[src/rtl/uart_pkg.sv]
// Shared constants and state encodings for the UART transceiver.
package uart_pkg;
  localparam int OSR        = 16;
  localparam int FRAME_BITS = 11;
  localparam int DIV_W      = 14;

  // Clocks per oversampling tick at 50 MHz, indexed by baud_select.
  localparam logic [DIV_W-1:0] BAUD_DIV [8] = '{
    14'd10417, 14'd2604, 14'd651, 14'd326,
    14'd163,   14'd81,   14'd54,  14'd27
  };

  typedef enum logic [2:0] {TX_IDLE, TX_START, TX_DATA, TX_PARITY, TX_STOP} tx_state_t;
  typedef enum logic [2:0] {RX_IDLE, RX_START, RX_DATA, RX_PARITY, RX_STOP} rx_state_t;
endpackage

[src/rtl/uart_baud_gen.sv]
// Oversampling tick generator: one-clock tick every BAUD_DIV[baud_select] clocks.
// Clear restarts the period; a divisor change applies from the next tick.
module uart_baud_gen
  import uart_pkg::*;
(
  input  logic       clock,
  input  logic       reset,
  input  logic [2:0] baud_select,
  input  logic       clear,
  output logic       tick
);
  logic [DIV_W-1:0] cnt;
  logic [DIV_W-1:0] div;

  assign div  = BAUD_DIV[baud_select];
  // >= so a smaller divisor selected mid-period wraps immediately.
  assign tick = (cnt >= div - DIV_W'(1));

  always_ff @(posedge clock or negedge reset) begin
    if (!reset)              cnt <= '0;
    else if (clear || tick)  cnt <= '0;
    else                     cnt <= cnt + DIV_W'(1);
  end
endmodule

[src/rtl/uart_transceiver.sv]
// Full-duplex 8N1+even-parity UART, 16x oversampling, independent tx/rx baud counters.
// UART_LOOPBACK_EN: receiver input is taken from tx_d instead of the rx_d port.
module uart_transceiver
  import uart_pkg::*;
#(
  parameter int DATA_W = 8,
  parameter int OSR    = uart_pkg::OSR
) (
  input  logic              clock,
  input  logic              reset,
  input  logic [2:0]        baud_select,
  input  logic [DATA_W-1:0] tx_data,
  input  logic              tx_wr,
  input  logic              tx_en,
  output logic              tx_d,
  output logic              tx_busy,
  input  logic              rx_en,
  input  logic              rx_d,
  output logic [DATA_W-1:0] rx_data,
  output logic              rx_ferror,
  output logic              rx_perror,
  output logic              rx_valid
);
  localparam int TCW = $clog2(OSR);
  localparam int BW  = $clog2(DATA_W);

  tx_state_t         tx_state, tx_state_nxt;
  logic [TCW-1:0]    tx_tcnt, tx_tcnt_nxt;
  logic [BW-1:0]     tx_bit, tx_bit_nxt;
  logic [DATA_W-1:0] tx_shreg, tx_shreg_nxt;
  logic              tx_tick, tx_clr, tx_accept, tx_bit_end;

  rx_state_t         rx_state, rx_state_nxt;
  logic [TCW-1:0]    rx_tcnt, rx_tcnt_nxt;
  logic [BW-1:0]     rx_bit, rx_bit_nxt;
  logic [DATA_W-1:0] rx_shreg, rx_shreg_nxt, rx_data_nxt;
  logic              rx_par, rx_par_nxt, rx_wait, rx_wait_nxt;
  logic              rx_ferror_nxt, rx_perror_nxt, rx_valid_nxt;
  logic              rx_tick, rx_clr, rx_bit_end, rx_in, rx_meta, rx_s;

  uart_baud_gen u_tx_baud (.clock(clock), .reset(reset), .baud_select(baud_select),
                           .clear(tx_clr), .tick(tx_tick));
  uart_baud_gen u_rx_baud (.clock(clock), .reset(reset), .baud_select(baud_select),
                           .clear(rx_clr), .tick(rx_tick));

  always_comb begin
    tx_state_nxt = tx_state;
    tx_tcnt_nxt  = tx_tick ? tx_tcnt + TCW'(1) : tx_tcnt;
    tx_bit_nxt   = tx_bit;
    tx_shreg_nxt = tx_shreg;
    tx_clr       = 1'b0;
    tx_accept    = tx_wr && tx_en;
    tx_bit_end   = tx_tick && (tx_tcnt == TCW'(OSR-1));
    case (tx_state)
      TX_IDLE:   if (tx_accept) begin
                   tx_state_nxt = TX_START; tx_shreg_nxt = tx_data;
                   tx_tcnt_nxt = '0; tx_clr = 1'b1;
                 end
      TX_START:  if (tx_bit_end) begin tx_state_nxt = TX_DATA; tx_bit_nxt = '0; end
      TX_DATA:   if (tx_bit_end) begin
                   if (tx_bit == BW'(DATA_W-1)) tx_state_nxt = TX_PARITY;
                   else                         tx_bit_nxt = tx_bit + BW'(1);
                 end
      TX_PARITY: if (tx_bit_end) tx_state_nxt = TX_STOP;
      TX_STOP:   if (tx_bit_end) begin
                   // A still-asserted write chains the next frame with no idle bit.
                   if (tx_accept) begin
                     tx_state_nxt = TX_START; tx_shreg_nxt = tx_data;
                     tx_tcnt_nxt = '0; tx_clr = 1'b1;
                   end else begin
                     tx_state_nxt = TX_IDLE;
                   end
                 end
      default:   tx_state_nxt = TX_IDLE;
    endcase
    if (!tx_en) tx_state_nxt = TX_IDLE;
  end

  always_comb begin
    case (tx_state)
      TX_START:  tx_d = 1'b0;
      TX_DATA:   tx_d = tx_shreg[tx_bit];
      TX_PARITY: tx_d = ^tx_shreg;
      default:   tx_d = 1'b1;
    endcase
  end
  assign tx_busy = (tx_state != TX_IDLE);

`ifdef UART_LOOPBACK_EN
  assign rx_in = tx_d;
`else
  assign rx_in = rx_d;
`endif

  always_comb begin
    rx_state_nxt  = rx_state;
    rx_tcnt_nxt   = rx_tick ? rx_tcnt + TCW'(1) : rx_tcnt;
    rx_bit_nxt    = rx_bit;
    rx_shreg_nxt  = rx_shreg;
    rx_par_nxt    = rx_par;
    rx_data_nxt   = rx_data;
    rx_ferror_nxt = rx_ferror;
    rx_perror_nxt = rx_perror;
    rx_valid_nxt  = 1'b0;
    // After a framing error the line may still be low; wait for idle before re-arming.
    rx_wait_nxt   = rx_wait && !rx_s;
    rx_clr        = 1'b0;
    rx_bit_end    = rx_tick && (rx_tcnt == TCW'(OSR-1));
    case (rx_state)
      RX_IDLE:   if (rx_en && !rx_s && !rx_wait) begin
                   rx_state_nxt = RX_START; rx_tcnt_nxt = '0; rx_clr = 1'b1;
                   rx_ferror_nxt = 1'b0; rx_perror_nxt = 1'b0;
                 end
      RX_START:  if (rx_tick && rx_tcnt == TCW'(OSR/2-1)) begin
                   rx_tcnt_nxt  = '0;
                   rx_state_nxt = rx_s ? RX_IDLE : RX_DATA;
                   rx_bit_nxt   = '0;
                 end
      RX_DATA:   if (rx_bit_end) begin
                   rx_shreg_nxt = {rx_s, rx_shreg[DATA_W-1:1]};
                   if (rx_bit == BW'(DATA_W-1)) rx_state_nxt = RX_PARITY;
                   else                         rx_bit_nxt = rx_bit + BW'(1);
                 end
      RX_PARITY: if (rx_bit_end) begin rx_par_nxt = rx_s; rx_state_nxt = RX_STOP; end
      RX_STOP:   if (rx_bit_end) begin
                   rx_data_nxt   = rx_shreg;
                   rx_perror_nxt = (rx_par != ^rx_shreg);
                   rx_ferror_nxt = !rx_s;
                   rx_valid_nxt  = rx_s && (rx_par == ^rx_shreg);
                   rx_wait_nxt   = !rx_s;
                   rx_state_nxt  = RX_IDLE;
                 end
      default:   rx_state_nxt = RX_IDLE;
    endcase
    if (!rx_en) rx_state_nxt = RX_IDLE;
  end

  always_ff @(posedge clock or negedge reset) begin
    if (!reset) begin
      tx_state <= TX_IDLE;  tx_tcnt <= '0; tx_bit <= '0; tx_shreg <= '0;
      rx_state <= RX_IDLE;  rx_tcnt <= '0; rx_bit <= '0; rx_shreg <= '0;
      rx_par   <= 1'b0;     rx_wait <= 1'b0;
      rx_meta  <= 1'b1;     rx_s    <= 1'b1;
      rx_data  <= '0; rx_ferror <= 1'b0; rx_perror <= 1'b0; rx_valid <= 1'b0;
    end else begin
      tx_state <= tx_state_nxt; tx_tcnt <= tx_tcnt_nxt;
      tx_bit   <= tx_bit_nxt;   tx_shreg <= tx_shreg_nxt;
      rx_state <= rx_state_nxt; rx_tcnt <= rx_tcnt_nxt;
      rx_bit   <= rx_bit_nxt;   rx_shreg <= rx_shreg_nxt;
      rx_par   <= rx_par_nxt;   rx_wait  <= rx_wait_nxt;
      rx_meta  <= rx_in;        rx_s     <= rx_meta;
      rx_data  <= rx_data_nxt;  rx_ferror <= rx_ferror_nxt;
      rx_perror <= rx_perror_nxt; rx_valid <= rx_valid_nxt;
    end
  end
endmodule

[config.mk]
export PLATFORM = sky130hd
export DESIGN_NAME = uart_transceiver
export DESIGN_NICKNAME = d
export VERILOG_FILES = /design/src/rtl/uart_pkg.sv /design/src/rtl/uart_baud_gen.sv /design/src/rtl/uart_transceiver.sv
export SDC_FILE = /design/constraint.sdc
export NUM_CORES = 1
export LEC_CHECK = 0
export ABC_AREA = 1
export BUFFER_PORTS_ARGS = -buffer_cell sky130_fd_sc_hd__buf_2
export CELL_PAD_IN_SITES_DETAIL_PLACEMENT = 1
export CELL_PAD_IN_SITES_GLOBAL_PLACEMENT = 1
export CORE_MARGIN = 8
export CORE_UTILIZATION = 25
export DETAILED_ROUTE_END_ITERATION = 7
export PLACE_DENSITY_LB_ADDON = 0.1
export SETUP_SLACK_MARGIN = 0.2
export SYNTH_ARGS = -nofsm -noshare
export SYNTH_HDL_FRONTEND = slang
export SYNTH_SLANG_ARGS = --single-unit
[constraint.sdc]
create_clock -name clock -period 5.7 [get_ports clock]
set_clock_uncertainty 0.2 [all_clocks]
set_input_delay 0 -clock clock [delete_from_list [all_inputs] [get_ports clock]]
set_output_delay 0 -clock clock [all_outputs]
set_load 0.02 [all_outputs]
==> results of run 1 <==
[placed cells by master, fill, tap and decap left out, types with 2 or more instances in the layout]
cell type      count
a21oi_1           11
xor2_1            21
dfstp_2            2
buf_4              2
o211ai_1           5
buf_2             28
and3_1             2
nor2_1            62
nand4_1            6
xnor2_1           13
or2_2              3
inv_8              3
nor3_1            13
nand2_2           10
ha_1              35
nor3b_1            5
nor2_4            13
nand2_1          147
dlygate4sd3_1     15
inv_1             88
clkbuf_16          9
nand3_1           30
o31ai_1            2
o21ai_1            8
dfrtp_1           77
inv_6              3
nand3_2            4
o21ai_0           27
o21a_1             3
nand3_4            2
nand2_4            3
[logic make-up (layout without fill, tap and decap cells)]
group,after synthesis,in the layout
AOI/OAI and AO/OA,66,66
DFF,79,79
xor gates and xnor gates,34,34
buffers and inverters,97,152
muxes,1,1
and+or+nand+nor,303,303
adders and majority gates,35,35
[through the flow]
| stage | power [µW] | area, µm² | std cells | util [%] | hold WS [ns] |
|---|---|---|---|---|---|
| 5_1_grt | 2150 | 5890 | 935 | 30.2 | 0.0913 |
| 6_report | 1980 | 5890 | 935 | 30.2 | 0.0909 |
| 3_3_place_gp | 1400 | 5420 | 903 | 27.8 | -0.189 |
| 4_1_cts | 2030 | 5890 | 935 | 30.2 | 0.0748 |
| 3_5_place_dp | 1410 | 5420 | 903 | 27.8 | -0.191 |
| 2_1_floorplan | 1250 | 5000 | 615 | - | -0.496 |
[worst min-delay path by stage]
stage,startpoint,to,depth (start not counted)
floorplan,reset,rx_bit[0],0
global placement,reset,u_rx_baud.cnt[2],1
detailed placement,reset,u_rx_baud.cnt[2],1
CTS,rx_d,rx_meta,2
global route,rx_d,rx_meta,2
finish,rx_d,rx_meta,2
[what timing repair did]
| item | in CTS | in global routing |
|---|---|---|
| hold endpoints to repair | 50 | 0 |
| resized for setup | 0 | 0 |
| hold buffers | 16 | 0 |
[synthesized netlist by cell type, drive strengths merged]
cell type	n	area share, %
a211oi	1	0.15
a21boi	1	0.15
a21o	1	0.15
a21oi	12	1.3
a221oi	1	0.18
and3	2	0.25
buf	7	1.3
dfrtp	77	39
dfstp	2	1.1
ha	35	8.8
inv	90	6.9
mux2i	1	0.20
nand2	161	13
nand3	36	4.5
nand4	6	0.75
nor2	77	8.1
nor3	13	1.3
nor3b	5	0.75
o211ai	5	0.75
o21a	3	0.45
o21ai	36	3.8
o21bai	1	0.15
o221ai	1	0.18
o22ai	1	0.13
o31ai	2	0.30
o32ai	1	0.18
or2	3	0.38
xnor2	13	2.3
xor2	21	3.7
[layer usage]
| metal | routed length [µm] | global-route usage, % | share of wire [%] |
|---|---|---|---|
| met5 | 0 | 0 | 0 |
| met4 | 172 | 4.17 | 1.5 |
| met3 | 266 | 2.06 | 2.3 |
| met2 | 5440 | 17.2 | 47 |
| met1 | 5810 | 13.0 | 50 |
[final cells by class]
cell class	instances	area (µm²)
Tap cell	265	332
Inverter	90	345
Clock inverter	7	72.6
Timing Repair Buffer	46	325
Multi-Input combinational cell	439	2610
Clock buffer	9	225
Fill cell	2391	13600
Sequential cell	79	1980
[flip-flops by register name, indices dropped and copies added (netlist names)]
signal	cells
u_rx_baud.cnt	14
rx_tcnt	4
tx_tcnt	4
rx_wait	1
tx_bit	3
rx_par	1
rx_ferror	1
rx_s	1
tx_shreg	8
u_tx_baud.cnt	14
rx_valid	1
rx_meta	1
tx_state	3
rx_data	8
rx_shreg	8
rx_perror	1
rx_bit	3
rx_state	3
[power groups by stage]
| stage | combinational, µW | clock, µW | sequential (µW) |
|---|---|---|---|
| 2_1_floorplan | 522 | 0 | 730 |
| 3_3_place_gp | 645 | 0 | 759 |
| 3_5_place_dp | 652 | 0 | 758 |
| 4_1_cts | 666 | 615 | 749 |
| 5_1_grt | 759 | 632 | 764 |
| 6_report | 650 | 585 | 747 |
[worst max-delay path, stage by stage]
cell and delay (ns):
buf_2 0.15, inv_1 0.17, ha_1 0.18, nor2_1 0.04, nor2_1 0.23, ha_1 0.26, nand3_2 0.14, nor2_8 0.14
nand3_4 0.12, ha_1 0.30, nand2_1 0.05, a21oi_1 0.16, nand3_1 0.12, nor3_1 0.22, nand2_1 0.12, nand3_4 0.13
nand2_4 0.09, nand3_1 0.10, nand2_1 0.11, nand2_1 0.07, nand2_1 0.05, dlygate4sd3_1 0.55
==> results summary, run 1 <==
The run finished with clean final reports. The hold violation total from the final report is 0. The TritonCTS clock tree is done.

Measured in cells, the most critical reg-to-reg path has a length of 19. The die outline area came out at 0.0248 mm². The final route contains about 4000 vias. The sum of net half-perimeters after detailed placement is ~9 mm. The first detailed-routing pass took 4 iterations.

The wire length of the first global-routing pass is between 20 and 25 mm. The number of buffers created by CTS came out at 9. The arrival time at the worst endpoint came out at between 3 and 4 ns. The initial antenna violation count was 0. The element type at the critical path start is a primary input. The proportion of synthesized area in mux cells came out at less than 1%. Dividing the final minimum period by the clock period gives between 60% and 70%.

The minimum setup slack among reg-to-reg paths came out at approximately 2.6 ns. The max capacitance violation total came out at 0. The netlist area before placement is about 0.005 mm². The row count came out at ~50. After Yosys synthesis, full adders, half adders and majority gates account for roughly 8.8% of the synthesized area.

The worst register-to-register path ends at tx_state[2]. 0 antenna diodes ended up in the layout. The number of H-tree levels came out at 3.

The tightest slew margin relative to the limit is a little under a quarter. The chip width is 157 µm. The clock network accounts for 29.5% of the total power. The die height is around 160 µm. The share of final-layout standard cells stronger than drive strength 1 is between 10 and 15%. The setup violation total in the final timing report came out at 0. The power share of the sequential group is a little under two fifths. The worst-case clock buffer depth is 2. The minimum period implied by the final worst setup slack came out at around 3.5 ns. The share of total power consumed by net switching came out at 38.2%. The routed length per instance is approximately 13 µm. The layout overhead on the synthesized area is 17.8%. Tracing the worst setup path back leads to its startpoint at baud_select[0]. The post-synthesis compound-gate area fraction came out at 7.86%. For this block, the initial DRC count from the detailed router was just over 70. The clock-pin slew of the registers on the worst-case setup and hold paths is 0.07 ns.

The fraction of power consumed by combinational cells is 32.8%. The critical path class is in -> reg. The area of the core came out at ~0.020 mm². The final-report max-slew violation count came out at 0.

The min-delay analysis places its worst path in the category in -> reg. The worst supply voltage drop on vdd came out at about 0.00014 V. The leakage power came out at between 0.002 and 0.003 µW. For this design the total switching power over the nets is 757 µW. The last weighted congestion value of the routability-driven placer is 0.724.

For the pin with the worst max-slew slack, the measured transition is around 1.1 ns. The root buffer cell is clkbuf_16. The simple logic cell fraction of the synthesized area is 29.4%. The remaining antenna violation count after routing came out at 0. After detailed routing, the number of vias per cell comes to 4.28. The number of cells produced by synthesis came out at around 620. The internal power came out at about 1200 µW. The sequential-to-total area share from yosys stat is just under 40%.

In the global route stage, overall resource usage came out at between 10% and 20%. The fmax is about 290 MHz. The accumulated negative setup slack came out at 0 ns. Power spread over the standard cell area amounts to 337 mW/mm².

The number of placed I/O pins came out at 30. Summing the areas of all xor and xnor instances in the mapped netlist gives just under 6% of the synthesized area. In the final design database the tool counted just over 700 nets.

The post-detailed-route DRC marker count came out at 0. The initial utilization of the core area, before any placement, comes to around 26%. Setup repair after global routing left no endpoint under its margin. Entering global routing, the biggest net connects between 40 and 50 pins. Once routing completed, OpenROAD measured the worst setup slack at roughly 2.2 ns. During synthesis, Yosys emitted a total of 0 warnings. The startpoint of the worst-slack reg-to-reg timing path is u_tx_baud.cnt[0]. The post-place setup slack came out at 1.79 ns. The number of nets produced by synthesis is 667.

By area, the combinational part of the netlist is dominated by simple AND/OR/NAND/NOR gates. The total setup buffers inserted after CTS is 0. The critical path ends at tx_state[2]. Each instance of the synthesized netlist takes up on average about 8.1 µm². The synthesized design contains between 70 and 80 register bits.

Data on the critical path is required at its endpoint by approximately 5.7 ns. In this run the tool buffered the top-level ports with 29 buffer cells. The overflow left after global routing is 0. The via count of the first global-routing pass is about 4400. The clock sink total came out at between 70 and 80. The maximum fanout encountered on the critical timing path is 7.

The total detailed-routing wirelength is around 12 mm. Yosys mapped the design onto 45 distinct sky130hd cell types. STA classifies the critical path endpoint as a flip-flop. The clock latency reported for the late side of the worst-skew pair is ~0.35 ns.
(Power assumes the default switching activity.)
==> run 2, diff against run 1 <==
--- a/config.mk
+++ b/config.mk
@@ -5,7 +5,7 @@
 export SDC_FILE = /design/constraint.sdc
 export NUM_CORES = 1
 export LEC_CHECK = 0
-export ABC_AREA = 1
+export ABC_AREA = 0
 export BUFFER_PORTS_ARGS = -buffer_cell sky130_fd_sc_hd__buf_2
 export CELL_PAD_IN_SITES_DETAIL_PLACEMENT = 1
 export CELL_PAD_IN_SITES_GLOBAL_PLACEMENT = 1
==> constraint.sdc (replaced) <==
create_clock -name clock -period 3.4 [get_ports clock]
set_clock_uncertainty 0.2 [all_clocks]
set_input_delay 0 -clock clock [delete_from_list [all_inputs] [get_ports clock]]
set_output_delay 0 -clock clock [all_outputs]
set_load 0.02 [all_outputs]
==> run 2 against run 1 <==
  * Clock power is 69% higher
  * Total power is 43% higher
  * Clock-buffer cell count is 2 higher
  * Largest cell class unchanged
  * Largest power group unchanged
==> results summary, run 2 <==
The run finished with clean final reports. The root buffer cell is clkbuf_16. The leakage power is 0.00309 µW (+4.9%). The maximum fanout encountered on the critical timing path was 4 (-3). The number of placed instances with taps included is 807 (-11%). Leaving out fill and tap cells, the most frequent cell in the layout is dfrtp_1. The total chip power is 2820 µW (+43%). The number of nets produced by synthesis came to 529 (-21%). The worst-case clock buffer depth came to 2 (unchanged). The routed length per instance is 14.9 µm (+19%). The internal power came to 1990 µW (+63%). The core occupancy in the finished layout is 35.4% (+5.2 points).

The minimum period implied by the final worst setup slack came out at ~3.3 ns. The chip width is 156 µm (-0.93%). The clock-pin slew of the registers on the worst-case setup and hold paths is 0.06 ns (about the same). The number of H-tree levels is 3 (unchanged). The sequential-to-total area share from yosys stat is 40.4% (+0.83 points).

The total detailed-routing wirelength came to 12.7 mm (+9.0%). The type of element capturing the critical path is a flip-flop. The row count came to 51 (unchanged). The die outline area is 0.0243 mm² (-1.8%).

In this run the worst hold path is classified as in -> async. Yosys attributes the largest share of cell area to dfrtp_1 39%, ha_1 8.9%, mux2_2 5.5%. The number of nets in the final layout came to 635 (-11%). The tightest slew margin relative to the limit came out at 46.4% (+23 points). The final-report max-slew violation count is 0 (unchanged). The via count of the first global-routing pass came to 4182 (-4.1%). dfrtp_1 is the most common cell in the netlist.

The die height is 156 µm (-0.93%). The post-synthesis area per instance is 10.3 µm² (+26%). The count of placed standard cells in the final layout, fillers left out is 853 (-8.8%).

The unique cell type count in the Yosys netlist is 71 (+58%). Leaving out fill and tap cells, the most frequent cells in the layout are 77 x dfrtp_1, 55 x buf_4, 54 x nor2_1. The TritonCTS clock tree is done.

Among all flip-flop cells after synthesis, the most frequent one is dfrtp_1. The largest registers in the layout are u_rx_baud.cnt x14, u_tx_baud.cnt x14. The area of the core came to 0.0193 mm² (-0.98%).

Setup repair after global routing could not meet its margin everywhere. The hold violation total from the final report is 0 (unchanged). The number of synthesized flops with an enable pin is 0 (unchanged).

The share of total power consumed by net switching came out at 29.4% (-8.8 points). The number of cells produced by synthesis came out at 477 (-22%). The netlist area before placement came to 0.00490 mm² (-2.1%).

The clock sink total came out at 79 (unchanged). The worst path uses a little over nine tenths of the clock period. The initial antenna violation count came to 0 (unchanged). The max capacitance violation total came to 0 (unchanged). The number of antenna repair diodes came out at 0 (unchanged). The overall routing resource usage is 11.2% (+0.79 points).

The power share of the sequential group is 41.1% (+3.4 points). The number of iterations in the first detailed-routing pass came out at 4 (unchanged). The synthesized design spends more area on one cell type than any other, namely dfrtp_1. The wire length of the first global-routing pass is 21.9 mm (+5.4%). Ranked by instance count, the synthesized netlist is headed by 77 x dfrtp_1, 58 x nor2_1, 41 x nand2_1, 35 x ha_1, 29 x xnor2_1. The worst supply voltage drop on vdd came out at 0.000275 V (+99%). The setup violation total in the final timing report is 0 (unchanged). The required arrival time at the worst endpoint is 3.42 ns (-2.31 ns). The effective utilization at floorplan came out at 25.3% (-0.28 points). The fraction of power consumed by combinational cells came out at 23.8% (-9.0 points). The post-detailed-route DRC marker count came out at 0 (unchanged). The share of final-layout standard cells stronger than drive strength 1 is 36.7% (+23 points). The number of I/O port buffers is 29 (unchanged). The number of vias in the routed layout came out at 3810 (-4.8%).

The clock latency reported for the late side of the worst-skew pair is 0.34 ns (about the same). The iteration-0 DRC count of the detailed router was 113 (+59%). The average vias per placed instance is 4.47 (+4.3%). The number of placed I/O pins is 30 (unchanged). The total power per unit cell area was 413 mW/mm² (+23%). The number of buffers created by CTS is 9 (unchanged). By startpoint and endpoint, the worst setup path is classified as in -> reg. The fraction of registers with async set or reset after synthesis is 100% (unchanged). The remaining antenna violation count after routing came out at 0 (unchanged). The total net switching power is 830 µW (+9.6%). The post-synthesis register bit count came out at 79 (unchanged).

The overflow left after global routing is 0 (unchanged). The fraction of synthesized cell area taken by the top area cell type came out at 39.4% (+0.81 points). STA classifies the critical path startpoint as a primary input.

From synthesis to final layout, the design area changed by 39.7%. The last weighted congestion value of the routability-driven placer came out at 0.751 (+3.8%). The total of warnings raised by yosys came out at 0 (unchanged). The largest net degree at the start of global routing is 60 (+33%).

The sum of net half-perimeters after detailed placement is 9.51 mm (+5.7%). The accumulated negative setup slack came out at 0 ns (unchanged). Derived from the worst setup path, the maximum achievable clock frequency is ~300 MHz.

The arrival time at the worst endpoint is 3.35 ns (-0.16 ns). The worst hold slack after final layout is 0.0852 ns (-0.00571 ns). The transition time at the pin with the least slew margin came to 0.792 ns (-0.344 ns). The clock share of power is 35.0% (+5.5 points).
## run 2: metrics by stage
stage | cell area (µm²) | worst slack, ns
detailed placement | 5910 | -0.358
finish | 6840 | 0.0678
CTS | 6560 | 0.120
floorplan | 5110 | -0.144
global placement | 5910 | -0.283
global route | 6840 | -0.0788
## run 2: layer usage
layer | track usage [%] | vias up | share of wire, %
li1 | - | 1885 | -
met1 | 15.1 | 1882 | 50
met2 | 17.6 | 34 | 47
met3 | 2.33 | 9 | 2.3
met4 | 3.19 | 0 | 1.1
met5 | 0 | - | 0
## run 2: power by group through the flow
stage | sequential [µW] | combinational [µW] | clock, µW
3_5_place_dp | 1180 | 613 | 0
3_3_place_gp | 1170 | 594 | 0
4_1_cts | 1160 | 651 | 1040
2_1_floorplan | 1130 | 447 | 0
5_1_grt | 1180 | 761 | 1070
6_report | 1160 | 673 | 990
## run 2: critical path, cell delays in order
cell	delay (ns)
buf_8	0.08
clkinvlp_4	0.14
ha_4	0.19
or3b_4	0.38
a2111oi_4	0.38
buf_4	0.20
nand2_4	0.07
ha_4	0.23
nand3_4	0.08
nor3_4	0.05
buf_4	0.15
o211a_1	0.11
a21bo_2	0.23
o22ai_4	0.26
a21oi_4	0.11
buf_4	0.15
a311o_2	0.37
a21o_2	0.19
## run 2: logic make-up (layout without fill, tap and decap cells)
group           Yosys count  after routing  share of synthesized area [%]
simple gates            173            173                           17.4
compound gates           66             67                           11.3
fa+ha+maj                36             36                           9.15
mux                      37             37                           9.30
flops                    79             79                           40.4
xor+xnor                 53             53                           9.48
buf+inv                  33            143                           2.96
## run 2: cell type report
class                           instances  area [µm²]
Clock inverter                          5        56.3
Multi-Input combinational cell        366        3260
Clock buffer                           11         253
Timing Repair Buffer                  112         897
Inverter                               15        67.6
Tap cell                              265         332
Sequential cell                        79        1980
Fill cell                            2148       12500
## run 2: worst paths after layout
path	startpoint	end	slack [ns]	depth (start not counted)
min in group clock	rx_d	rx_meta	0.10	2
max reg2reg	u_tx_baud.cnt[0]	tx_state[0]	0.50	11
min	reset	rx_perror	0.09	2
max	baud_select[0]	tx_state[0]	0.07	18
max in group asynchronous	reset	tx_state[0]	2.10	3
min reg2reg	rx_meta	rx_s	0.16	0
## run 2: what timing repair did
action	4_1_cts	5_1_grt
buffers inserted	11	5
endpoints found under the hold margin	74	0
resized for setup	28	45
setup endpoints to repair	45	63
gates cloned	1	0
pin swaps	13	16
hold buffers	13	0
==> run 3, diff against run 2 <==
--- a/config.mk
+++ b/config.mk
@@ -13,6 +13,7 @@
 export CORE_UTILIZATION = 25
 export DETAILED_ROUTE_END_ITERATION = 7
 export PLACE_DENSITY_LB_ADDON = 0.1
+export REMOVE_ABC_BUFFERS = 1
 export SETUP_SLACK_MARGIN = 0.2
 export SYNTH_ARGS = -nofsm -noshare
 export SYNTH_HDL_FRONTEND = slang
==> run 3 against run 2 <==
  * Die area unchanged
  * Via count increased by 2.3%
  * Register-to-register slack got worse by 0.06 ns
  * Highest routed layer unchanged
  * Critical path depth decreased by 2
  * Largest power group unchanged
  * Non-clock buffer count increased by 3
  * Critical path type unchanged
  * Final cell count increased by 0.35%
==> results summary, run 3 (synthesis gave the netlist of run 2 again) <==
The area of all placed cells without fillers came out at 0.00686 mm² (+0.27%). The total net switching power is 875 µW (+5.4%). Setup repair after global routing could not meet its margin everywhere. The iteration-0 DRC count of the detailed router is 110 (-2.7%). The remaining antenna violation count after routing came out at 0 (unchanged).

The worst-case clock buffer depth is 2 (unchanged). The worst setup path is captured at a flip-flop. The routed length per instance is 15.8 µm (+5.7%). The number of placed I/O pins came out at 30 (unchanged). The number of H-tree levels is 3 (unchanged). The worst-case setup margin in the final layout came out at 0.159 ns (+0.0909 ns). The initial antenna violation count came out at 0 (unchanged). The number of nets in the final layout is 638 (+0.47%). The total power per unit cell area is 417 mW/mm² (+1.1%). The last weighted congestion value of the routability-driven placer is 0.760 (+1.2%). The clock sink total is 79 (unchanged).

The number of vias in the routed layout is 3896 (+2.3%). The max capacitance violation total came out at 0 (unchanged). The arrival time at the worst endpoint came to 3.26 ns (-0.09 ns). The internal power is 1990 µW (-0.30%).

The share of total power consumed by net switching is 30.6% (+1.2 points). CTS placed an instance of clkbuf_16 at the clock tree root. The total detailed-routing wirelength was 13.5 mm (+6.0%).

The fraction of power consumed by combinational cells was 23.5% (-0.3 points). The worst supply voltage drop on vdd came out at 0.000231 V (-16%). The final-report max-slew violation count came to 0 (unchanged). The wire length of the first global-routing pass was 22.7 mm (+4.0%). The worst hold path passes through 2 cells.

The required arrival time at the worst endpoint is 3.42 ns (about the same). The number of I/O port buffers is 29 (unchanged). In the layout the commonest cells are 77 x dfrtp_1, 61 x buf_4, 51 x nor2_1. The number of buffers created by CTS came to 9 (unchanged). The tightest slew margin relative to the limit came out at 37.7% (-8.7 points). The minimum period implied by the final worst setup slack was 3.24 ns (-0.0909 ns). The overflow left after global routing is 0 (unchanged). The setup violation total in the final timing report came out at 0 (unchanged). The worst setup path is launched from a primary input. The largest registers in the layout are u_rx_baud.cnt x14, u_tx_baud.cnt x14.

The effective utilization at floorplan is 25.3% (unchanged). The critical path class is in -> reg. The minimum setup slack among reg-to-reg paths was 0.44 ns (-0.06 ns).

The run finished with clean final reports. The area of all sequential standard cells is 0.00198 mm² (unchanged). The post-place setup slack is -0.607 ns (-0.249 ns). The clock latency reported for the late side of the worst-skew pair came out at 0.34 ns (about the same). The die outline area came out at 0.0243 mm² (unchanged). The number of iterations in the first detailed-routing pass was 3 (-1). The largest net degree at the start of global routing is 68 (+13%). The average vias per placed instance is 4.55 (+1.9%). The number of placed instances with taps included came out at 806 (-0.12%). The sum of net half-perimeters after detailed placement was 9.56 mm (+0.52%). The number of antenna repair diodes is 0 (unchanged).

The transition time at the pin with the least slew margin is 0.935 ns (+0.142 ns). The via count of the first global-routing pass is 4349 (+4.0%). The chip width is 156 µm (unchanged).

The row count is 51 (unchanged). The area of the core was 0.0193 mm² (unchanged). The share of the cycle needed by the critical path after routing came out at 95.3% (-2.7 points). The clock-pin slew of the registers on the worst-case setup and hold paths came to 0.07 ns (about the same). The power share of the sequential group is 40.3% (-0.8 points). The clock share of power came out at 36.1% (+1.1 points). The overall routing resource usage came out at 11.7% (+0.49 points). The path depth of the worst reg2reg path came to 11 (unchanged). The maximum fanout encountered on the critical timing path came out at 5 (+1). The leakage power came to 0.00313 µW (+1.1%).

The TritonCTS clock tree is done. The post-detailed-route DRC marker count is 0 (unchanged). The library cell used most frequently in the layout, excluding fill and tap cells, is dfrtp_1. From synthesis to final layout, the design area changed by 40.1%. The count of placed standard cells in the final layout, fillers left out is 856 (+0.35%). The count of fill cells added during filler insertion came out at 2127 (-0.98%). The die height is 156 µm (unchanged). The worst hold path belongs to the class in -> reg. The fmax came out at 309 MHz (+2.8%). The hold violation total from the final report came out at 0 (unchanged).

The area occupied by multi-input gates came to 0.00323 mm² (-0.92%). The share of final-layout standard cells stronger than drive strength 1 came out at 36.7% (about the same). The post-placement cell area is 0.00570 mm² (-3.6%).
-- run 3: cell types whose count changed in the layout (fill, tap and decap cells not counted), sizes merged --
cell | before | now
inv | 14 | 19
buf | 99 | 101
clkinvlp | 2 | 1
clkinv | 3 | 0
-- run 3: area by class of cell --
type	instances	area share (%)
multi-input cells	366	47.0
flip-flops and latches	79	28.9
repair buffers	115	13.7
well taps	265	4.83
clock buffers	10	3.48
inverters	15	1.04
clock inverters	6	1.09
-- run 3: path summary, 6_finish.rpt --
check                            startpoint           endpoint
max                          baud_select[1]        tx_shreg[1]
min                                    rx_d            rx_meta
max reg2reg                u_tx_baud.cnt[0]        tx_state[0]
min reg2reg                         rx_meta               rx_s
max in group asynchronous             reset            rx_meta
min in group asynchronous             reset  u_tx_baud.cnt[11]
-- run 3: routing by layer --
metal | wire [µm] | track usage [%] | share of wire, % | up-vias
li1 | - | - | - | 1897
met1 | 6290 | 14.4 | 47 | 1946
met2 | 6630 | 19.7 | 49 | 36
met3 | 322 | 2.38 | 2.4 | 17
met4 | 266 | 4.16 | 2.0 | 0
met5 | 0 | 0 | 0 | -
-- run 3: worst max-delay path: stages --
cell       delay, ns
buf_12          0.10
inv_8           0.04
ha_4            0.14
or3b_4          0.37
a2111oi_4       0.37
buf_4           0.21
nand2_4         0.08
ha_4            0.29
nand3_4         0.08
nor3_4          0.22
o221a_4         0.23
and3b_1         0.23
o22ai_4         0.12
a21oi_4         0.23
o21ba_4         0.23
mux2_4          0.31
-- run 3: repair_timing --
item	CTS	global route
buffers inserted	13	6
gates cloned	2	0
gates resized for setup	69	58
pin swaps	17	24
endpoints found under the hold margin	82	0
hold buffers	13	0
endpoints found under the setup margin	77	57
-- run 3: power by group through the flow --
stage               clock network, µW  logic (µW)  registers (µW)
finish                           1030         674            1160
CTS                              1070         670            1160
global placement                    0         582            1170
floorplan                           0         412            1140
global route                     1110         777            1170
detailed placement                  0         601            1170
-- run 3: through the flow --
step	power, µW	hold slack, ns	util [%]	TNS, ns
after floorplan	1550	-0.496	-	-9.34
after global placement	1750	-0.0924	29.5	-21.82
after detailed placement	1770	-0.0928	29.5	-31.84
after CTS	2900	0.109	33.9	0
after global routing	3060	0.104	35.5	0
final	2860	0.113	35.5	0
